--- src/rtl/flash_read_ctrl.sv ---
// SPI mode-0 read engine: sends READ command plus address, then shifts in len bytes.
// Uses the externally generated flash_clk (same clk domain) as its bit timebase.
module flash_read_ctrl #(
  parameter logic [7:0]  CMD_READ = 8'h03,
  parameter int unsigned ADDR_W   = 24,
  parameter int unsigned LEN_W    = 8
) (
  input  logic              clk,
  input  logic              reset,
  input  logic              start,
  input  logic [ADDR_W-1:0] addr,
  input  logic [LEN_W-1:0]  len,
  output logic              busy,
  output logic              done,
  output logic [7:0]        rd_data,
  output logic              rd_valid,
  output logic              clk_en,
  input  logic              flash_clk,
  output logic              flash_cs_n,
  output logic              flash_mosi,
  input  logic              flash_miso
);

  localparam int unsigned TxW  = 8 + ADDR_W;
  localparam int unsigned CntW = $clog2(ADDR_W > 8 ? ADDR_W : 8);

  typedef enum logic [2:0] {StIdle, StSetup, StCmd, StAddr, StData, StFinish} state_e;

  state_e            state_q, state_d;
  logic              fclk_q;
  logic              rise, fall;
  logic [TxW-1:0]    tx_q, tx_d;
  logic [7:0]        rx_q, rx_d;
  logic [7:0]        rd_data_q, rd_data_d;
  logic              rd_valid_q, rd_valid_d;
  logic              mosi_q, mosi_d;
  logic [CntW-1:0]   bit_cnt_q, bit_cnt_d;
  logic [LEN_W-1:0]  byte_cnt_q, byte_cnt_d;
  logic              busy_q, busy_d;
  logic              done_q, done_d;
  logic              cs_n_q, cs_n_d;
  logic              clk_en_q, clk_en_d;

  assign rise = flash_clk & ~fclk_q;
  assign fall = ~flash_clk & fclk_q;

  assign busy       = busy_q;
  assign done       = done_q;
  assign rd_data    = rd_data_q;
  assign rd_valid   = rd_valid_q;
  assign clk_en     = clk_en_q;
  assign flash_cs_n = cs_n_q;
  assign flash_mosi = mosi_q;

  always_ff @(posedge clk or negedge reset) begin
    if (!reset) begin
      state_q <= StIdle;
    end else begin
      state_q <= state_d;
    end
  end

  always_comb begin
    state_d    = state_q;
    tx_d       = tx_q;
    rx_d       = rx_q;
    rd_data_d  = rd_data_q;
    rd_valid_d = 1'b0;
    mosi_d     = mosi_q;
    bit_cnt_d  = bit_cnt_q;
    byte_cnt_d = byte_cnt_q;

    case (state_q)
      StIdle: begin
        if (start) begin
          if (len != '0) begin
            tx_d       = {CMD_READ, addr};
            mosi_d     = CMD_READ[7];
            byte_cnt_d = len;
            bit_cnt_d  = '0;
            rx_d       = '0;
            state_d    = StSetup;
          end else begin
            state_d = StFinish;
          end
        end
      end
      StSetup: state_d = StCmd;
      StCmd, StAddr: begin
        if (fall) begin
          tx_d   = tx_q << 1;
          mosi_d = tx_q[TxW-2];
        end else if (rise) begin
          if (state_q == StCmd && bit_cnt_q == CntW'(7)) begin
            bit_cnt_d = '0;
            state_d   = StAddr;
          end else if (state_q == StAddr && bit_cnt_q == CntW'(ADDR_W - 1)) begin
            bit_cnt_d = '0;
            mosi_d    = 1'b0;
            state_d   = StData;
          end else begin
            bit_cnt_d = bit_cnt_q + CntW'(1);
          end
        end
      end
      StData: begin
        if (rise) begin
          rx_d = {rx_q[6:0], flash_miso};
          if (bit_cnt_q == CntW'(7)) begin
            bit_cnt_d  = '0;
            rd_data_d  = {rx_q[6:0], flash_miso};
            rd_valid_d = 1'b1;
            byte_cnt_d = byte_cnt_q - LEN_W'(1);
            if (byte_cnt_q == LEN_W'(1)) begin
              state_d = StFinish;
            end
          end else begin
            bit_cnt_d = bit_cnt_q + CntW'(1);
          end
        end
      end
      StFinish: begin
        mosi_d  = 1'b0;
        state_d = StIdle;
      end
      default: state_d = StIdle;
    endcase

    // Interface outputs are registered from the next state so CS and the clock enable never glitch.
    busy_d   = (state_d != StIdle);
    done_d   = (state_d == StFinish);
    cs_n_d   = !(state_d inside {StSetup, StCmd, StAddr, StData});
    clk_en_d = (state_d inside {StCmd, StAddr, StData});
  end

  always_ff @(posedge clk or negedge reset) begin
    if (!reset) begin
      fclk_q     <= 1'b0;
      tx_q       <= '0;
      rx_q       <= '0;
      rd_data_q  <= '0;
      rd_valid_q <= 1'b0;
      mosi_q     <= 1'b0;
      bit_cnt_q  <= '0;
      byte_cnt_q <= '0;
      busy_q     <= 1'b0;
      done_q     <= 1'b0;
      cs_n_q     <= 1'b1;
      clk_en_q   <= 1'b0;
    end else begin
      fclk_q     <= flash_clk;
      tx_q       <= tx_d;
      rx_q       <= rx_d;
      rd_data_q  <= rd_data_d;
      rd_valid_q <= rd_valid_d;
      mosi_q     <= mosi_d;
      bit_cnt_q  <= bit_cnt_d;
      byte_cnt_q <= byte_cnt_d;
      busy_q     <= busy_d;
      done_q     <= done_d;
      cs_n_q     <= cs_n_d;
      clk_en_q   <= clk_en_d;
    end
  end

endmodule

--- config.mk ---
export PLATFORM = sky130hd
export DESIGN_NAME = flash_read_ctrl
export DESIGN_NICKNAME = d
export VERILOG_FILES = /design/src/rtl/flash_read_ctrl.sv
export SDC_FILE = /design/constraint.sdc
export NUM_CORES = 1
export LEC_CHECK = 0
export BUFFER_PORTS_ARGS = -buffer_cell sky130_fd_sc_hd__buf_2
export CAP_MARGIN = 20
export CORE_UTILIZATION = 45
export DETAILED_ROUTE_END_ITERATION = 7
export PLACE_DENSITY_LB_ADDON = 0.12
export SLEW_MARGIN = 20
export SYNTH_ARGS = -nofsm -noshare
export SYNTH_HDL_FRONTEND = slang
export SYNTH_SLANG_ARGS = --single-unit
--- constraint.sdc ---
create_clock -name clk -period 2.4 [get_ports clk]
set_input_delay 0.24 -clock clk [delete_from_list [all_inputs] [get_ports clk]]
set_output_delay 0.24 -clock clk [all_outputs]
set_load 0.005 [all_outputs]
==> impl_metrics.xml <==
<?xml version="1.0" encoding="UTF-8"?>
<metrics>
  <group name="clock_tree">
    <metric name="tritoncts_num_sinks" unit="">69</metric>
    <metric name="worstSkewPairLatency" unit="ps">340</metric>
    <metric name="clock_tree.buffer_depth" unit="">2</metric>
    <metric name="ctsHtreeMaxLevel" unit="">3</metric>
    <metric name="cts_tree" unit="">built</metric>
    <metric name="clkSlewWorstSetupHoldPaths" unit="ps">70</metric>
    <metric name="cts_post_setup_buffers_inserted" unit="">0</metric>
    <metric name="root_buffer" unit="">sky130_fd_sc_hd__clkbuf_8</metric>
    <metric name="cts_made_buffers" unit="">9</metric>
  </group>
  <group name="power_and_ir_drop">
    <metric name="peakVddDrop" unit="V">0.000379</metric>
    <metric name="p_leak" unit="nW">2.08</metric>
    <metric name="pwr_per_cell_area" unit="nW/um^2">720</metric>
    <metric name="report.power.total" unit="mW">3.03</metric>
  </group>
  <group name="worst_setup_path">
    <metric name="worst_path_largest_cell_delay" unit="ps">490</metric>
    <metric name="worstPathArrival" unit="ps">2300</metric>
    <metric name="peak_fanout_along_the_critical_path" unit="">26</metric>
    <metric name="worstPathCellList" unit="">nor4b_2 -&gt; o21ai_4 -&gt; nand2_4 -&gt; mux2_2</metric>
    <metric name="critical_path_buf_inv_count" unit="">0</metric>
    <metric name="r2r_setup_slack" unit="ps">330</metric>
    <metric name="cp_top_family" unit="">simple AND/OR/NAND/NOR gates</metric>
    <metric name="worstSetupEndpointType" unit="">flop</metric>
    <metric name="crit_required" unit="ps">2620</metric>
    <metric name="critical_path.slowest_cell" unit="">sky130_fd_sc_hd__dfrtp_1</metric>
    <metric name="worstSetupPathType" unit="">reg2reg</metric>
    <metric name="critPathLaunchType" unit="">flop</metric>
  </group>
  <group name="yosys">
    <metric name="number_of_enable_type_register_cells_in_the_synthesized_netlist" unit="">0</metric>
    <metric name="synthesis.area" unit="um^2">3620</metric>
    <metric name="predominant_post_synthesis_flop_cell" unit="">sky130_fd_sc_hd__dfrtp_1</metric>
    <metric name="yosys_warnings" unit="">0</metric>
    <metric name="synth-seq-area-share" unit="">0.477</metric>
    <metric name="synth.ff_latch_count" unit="">69</metric>
    <metric name="syn_nets" unit="">413</metric>
    <metric name="distinct_cells_synth" unit="">61</metric>
    <metric name="post_synth_inst_count" unit="">371</metric>
    <metric name="synthesis.area_per_instance" unit="um^2">9.76</metric>
    <metric name="async_flop_share" unit="">1.00</metric>
  </group>
  <group name="die">
    <metric name="die_area" unit="um^2">8410</metric>
    <metric name="initial_core_util" unit="">0.466</metric>
    <metric name="die_width" unit="um">91.7</metric>
    <metric name="floorplan.core_area" unit="um^2">7770</metric>
    <metric name="io_pins" unit="">51</metric>
    <metric name="row_count" unit="">32</metric>
    <metric name="die-height" unit="um">91.7</metric>
  </group>
  <group name="global_routing">
    <metric name="wire_length_of_the_first_global_routing_pass" unit="um">13300</metric>
    <metric name="grt_use_total" unit="">0.200</metric>
    <metric name="number_of_antenna_violations_at_the_first_check_in_global_routing" unit="">0</metric>
    <metric name="grt-ovfl-total" unit="">0</metric>
    <metric name="grt_start_max_net_pins" unit="">33</metric>
    <metric name="first_global_vias" unit="">2775</metric>
  </group>
  <group name="placement">
    <metric name="routability_congestion_estimate" unit="">0.843</metric>
    <metric name="worst_slack_after_detailed_placement" unit="ps">181</metric>
    <metric name="portBuffers" unit="">50</metric>
    <metric name="detailed_place_hpwl" unit="um">5530</metric>
    <metric name="place_area" unit="um^2">3990</metric>
  </group>
  <group name="sta">
    <metric name="timing.final.crit_share" unit="">0.864</metric>
    <metric name="finalClockSkew" unit="ps">8.35</metric>
    <metric name="hold_viol_final" unit="">0</metric>
    <metric name="grt_setup_unrepaired" unit="">false</metric>
    <metric name="timing.hold.ws" unit="ps">51.6</metric>
    <metric name="max_slew_margin" unit="">0.589</metric>
    <metric name="timing.final.ws_setup" unit="ps">327</metric>
    <metric name="post-route-min-period" unit="ps">2070</metric>
    <metric name="final-setup-viol-count" unit="">0</metric>
    <metric name="count_of_pins_over_their_slew_limit" unit="">0</metric>
    <metric name="setup-tns-final" unit="ps">0</metric>
    <metric name="tightest_slew" unit="ps">615</metric>
    <metric name="fmax" unit="MHz">482</metric>
  </group>
  <group name="outcome">
    <metric name="run_status" unit="">complete, no violations</metric>
  </group>
  <group name="drt">
    <metric name="detailroute.via_count" unit="">2878</metric>
    <metric name="total_length_of_routed_wires" unit="um">7910</metric>
    <metric name="detail_route.vias_per_cell" unit="">5.42</metric>
    <metric name="first_iter_violations" unit="">125</metric>
    <metric name="routed_wire_per_std_cell" unit="um">14.9</metric>
    <metric name="dr_wl_met2" unit="um">3660</metric>
    <metric name="routed.top_layer" unit="">met4</metric>
    <metric name="met3_wirelength" unit="um">335</metric>
    <metric name="dr_drc_count" unit="">0</metric>
    <metric name="residual_antenna_violating_net_count_after_detailed_routing" unit="">0</metric>
    <metric name="wirelength_met1" unit="um">3760</metric>
    <metric name="dr.pass1.iters" unit="">4</metric>
  </group>
  <group name="layout">
    <metric name="fin_nets" unit="">466</metric>
    <metric name="final_layout_size_suffix_gt1_frac" unit="">0.266</metric>
    <metric name="final_design_area_no_fill" unit="um^2">4210</metric>
    <metric name="antennaDiodeCount" unit="">0</metric>
    <metric name="fill_cells" unit="">726</metric>
    <metric name="seq_area" unit="um^2">1730</metric>
    <metric name="syn2layout_area_growth" unit="%">16.1</metric>
    <metric name="multiInputGateArea" unit="um^2">1720</metric>
  </group>
  <group name="run">
    <metric name="max_cap_violations" unit="">0</metric>
  </group>
  <group name="worst_hold_path">
    <metric name="hp-class" unit="">in2reg</metric>
  </group>
</metrics>
## cell usage in the layout, fill, tap and decap left out, drive strengths merged, types with 4 or more instances in the layout
| cell | synthesis | final |
|---|---|---|
| nand2 | 89 | 89 |
| dfrtp | 68 | 68 |
| buf | 8 | 63 |
| mux2 | 27 | 27 |
| o21ai | 24 | 24 |
| inv | 18 | 18 |
| nor2 | 13 | 13 |
| nand3 | 11 | 11 |
| clkbuf | 14 | 11 |
| nand4 | 10 | 10 |
| a21oi | 8 | 8 |
| nor3 | 6 | 6 |
| mux2i | 5 | 5 |
| o211ai | 5 | 5 |
| ha | 5 | 5 |
| nor2b | 5 | 5 |
| a31oi | 4 | 4 |
## layout make-up
type,instances,area share
flip-flops and latches,69,0.411
clock inverters,5,0.0143
well taps,102,0.0303
multi-input cells,262,0.410
inverters,18,0.0161
repair buffers,64,0.0851
clock buffers,11,0.0336
## timing repair
action	4_1_cts	5_1_grt
endpoints found under the setup margin	0	0
gates resized for setup	0	0
hold buffers	1	0
endpoints found under the hold margin	24	0
## cells in the mapped netlist (2+ instances only)
master | instances | share of area
sky130_fd_sc_hd__buf_6 | 2 | 0.0062
sky130_fd_sc_hd__dfrtp_1 | 68 | 0.47
sky130_fd_sc_hd__a22oi_1 | 2 | 0.0041
sky130_fd_sc_hd__nand2b_1 | 2 | 0.0035
sky130_fd_sc_hd__o21ai_1 | 2 | 0.0028
sky130_fd_sc_hd__nor3_1 | 6 | 0.0083
sky130_fd_sc_hd__nor4_1 | 3 | 0.0052
sky130_fd_sc_hd__nand3b_1 | 2 | 0.0041
sky130_fd_sc_hd__a21oi_1 | 8 | 0.011
sky130_fd_sc_hd__clkbuf_1 | 14 | 0.015
sky130_fd_sc_hd__o2bb2a_1 | 2 | 0.0055
sky130_fd_sc_hd__o22a_1 | 3 | 0.0073
sky130_fd_sc_hd__and2_1 | 2 | 0.0035
sky130_fd_sc_hd__nand4_1 | 10 | 0.017
sky130_fd_sc_hd__a31oi_1 | 4 | 0.0069
sky130_fd_sc_hd__a211o_1 | 2 | 0.0048
sky130_fd_sc_hd__inv_1 | 18 | 0.019
sky130_fd_sc_hd__nor2b_1 | 5 | 0.0086
sky130_fd_sc_hd__mux2i_1 | 5 | 0.014
sky130_fd_sc_hd__ha_1 | 5 | 0.017
sky130_fd_sc_hd__a21o_1 | 2 | 0.0041
sky130_fd_sc_hd__o21ai_0 | 21 | 0.029
sky130_fd_sc_hd__buf_2 | 6 | 0.0083
sky130_fd_sc_hd__o211ai_1 | 5 | 0.010
sky130_fd_sc_hd__nor2_1 | 13 | 0.013
sky130_fd_sc_hd__mux2_4 | 18 | 0.075
sky130_fd_sc_hd__a2111oi_0 | 2 | 0.0048
sky130_fd_sc_hd__o2bb2ai_1 | 2 | 0.0048
sky130_fd_sc_hd__nand2_1 | 88 | 0.091
sky130_fd_sc_hd__nand3_1 | 11 | 0.015
sky130_fd_sc_hd__mux2_2 | 8 | 0.025
## metal layers
metal | global-route usage | vias to the layer above
met4 | 0.0794 | 0
li1 | - | 1403
met3 | 0.0448 | 14
met1 | 0.270 | 1391
met5 | 0 | -
met2 | 0.315 | 70
## flip-flops by register name, indices dropped and copies added, names as in the netlist
name,count
bit_cnt_q,5
busy,1
byte_cnt_q,8
clk_en,1
done,1
fclk_q,1
flash_cs_n,1
flash_mosi,1
rd_data,8
rd_valid,1
rx_q,7
state_q,3
tx_q,31
## where the power goes
group          total, mW  switching, mW  internal (mW)
Combinational      0.570          0.246          0.324
Clock              0.948          0.438          0.510
Sequential          1.51          0.141           1.37
Total               3.03          0.826           2.20
## path summary, 6_finish.rpt
kind,start,endpoint,cells after the start
min reg2reg,rd_data[1],rd_data[1],2
max reg2reg,state_q[1],tx_q[13],4
min in group asynchronous,reset,tx_q[6],2
max,state_q[1],tx_q[13],4
max in group asynchronous,reset,flash_cs_n,3
min,flash_clk,fclk_q,1
## kinds of logic after synthesis
| group | after synthesis | share of synthesized area |
|---|---|---|
| buf+inv | 40 | 0.0477 |
| flops | 69 | 0.477 |
| xor+xnor | 1 | 0.00242 |
| compound gates | 68 | 0.130 |
| mux | 32 | 0.116 |
| simple gates | 156 | 0.209 |
| fa+ha+maj | 5 | 0.0173 |
## stage by stage
| step | util | instances |
|---|---|---|
| global placement | 0.514 | 514 |
| floorplan | - | 371 |
| detailed placement | 0.514 | 514 |
| finish | 0.541 | 531 |
| CTS | 0.541 | 531 |
| global route | 0.541 | 531 |
No activity file was read; power rests on OpenSTA's default activity.
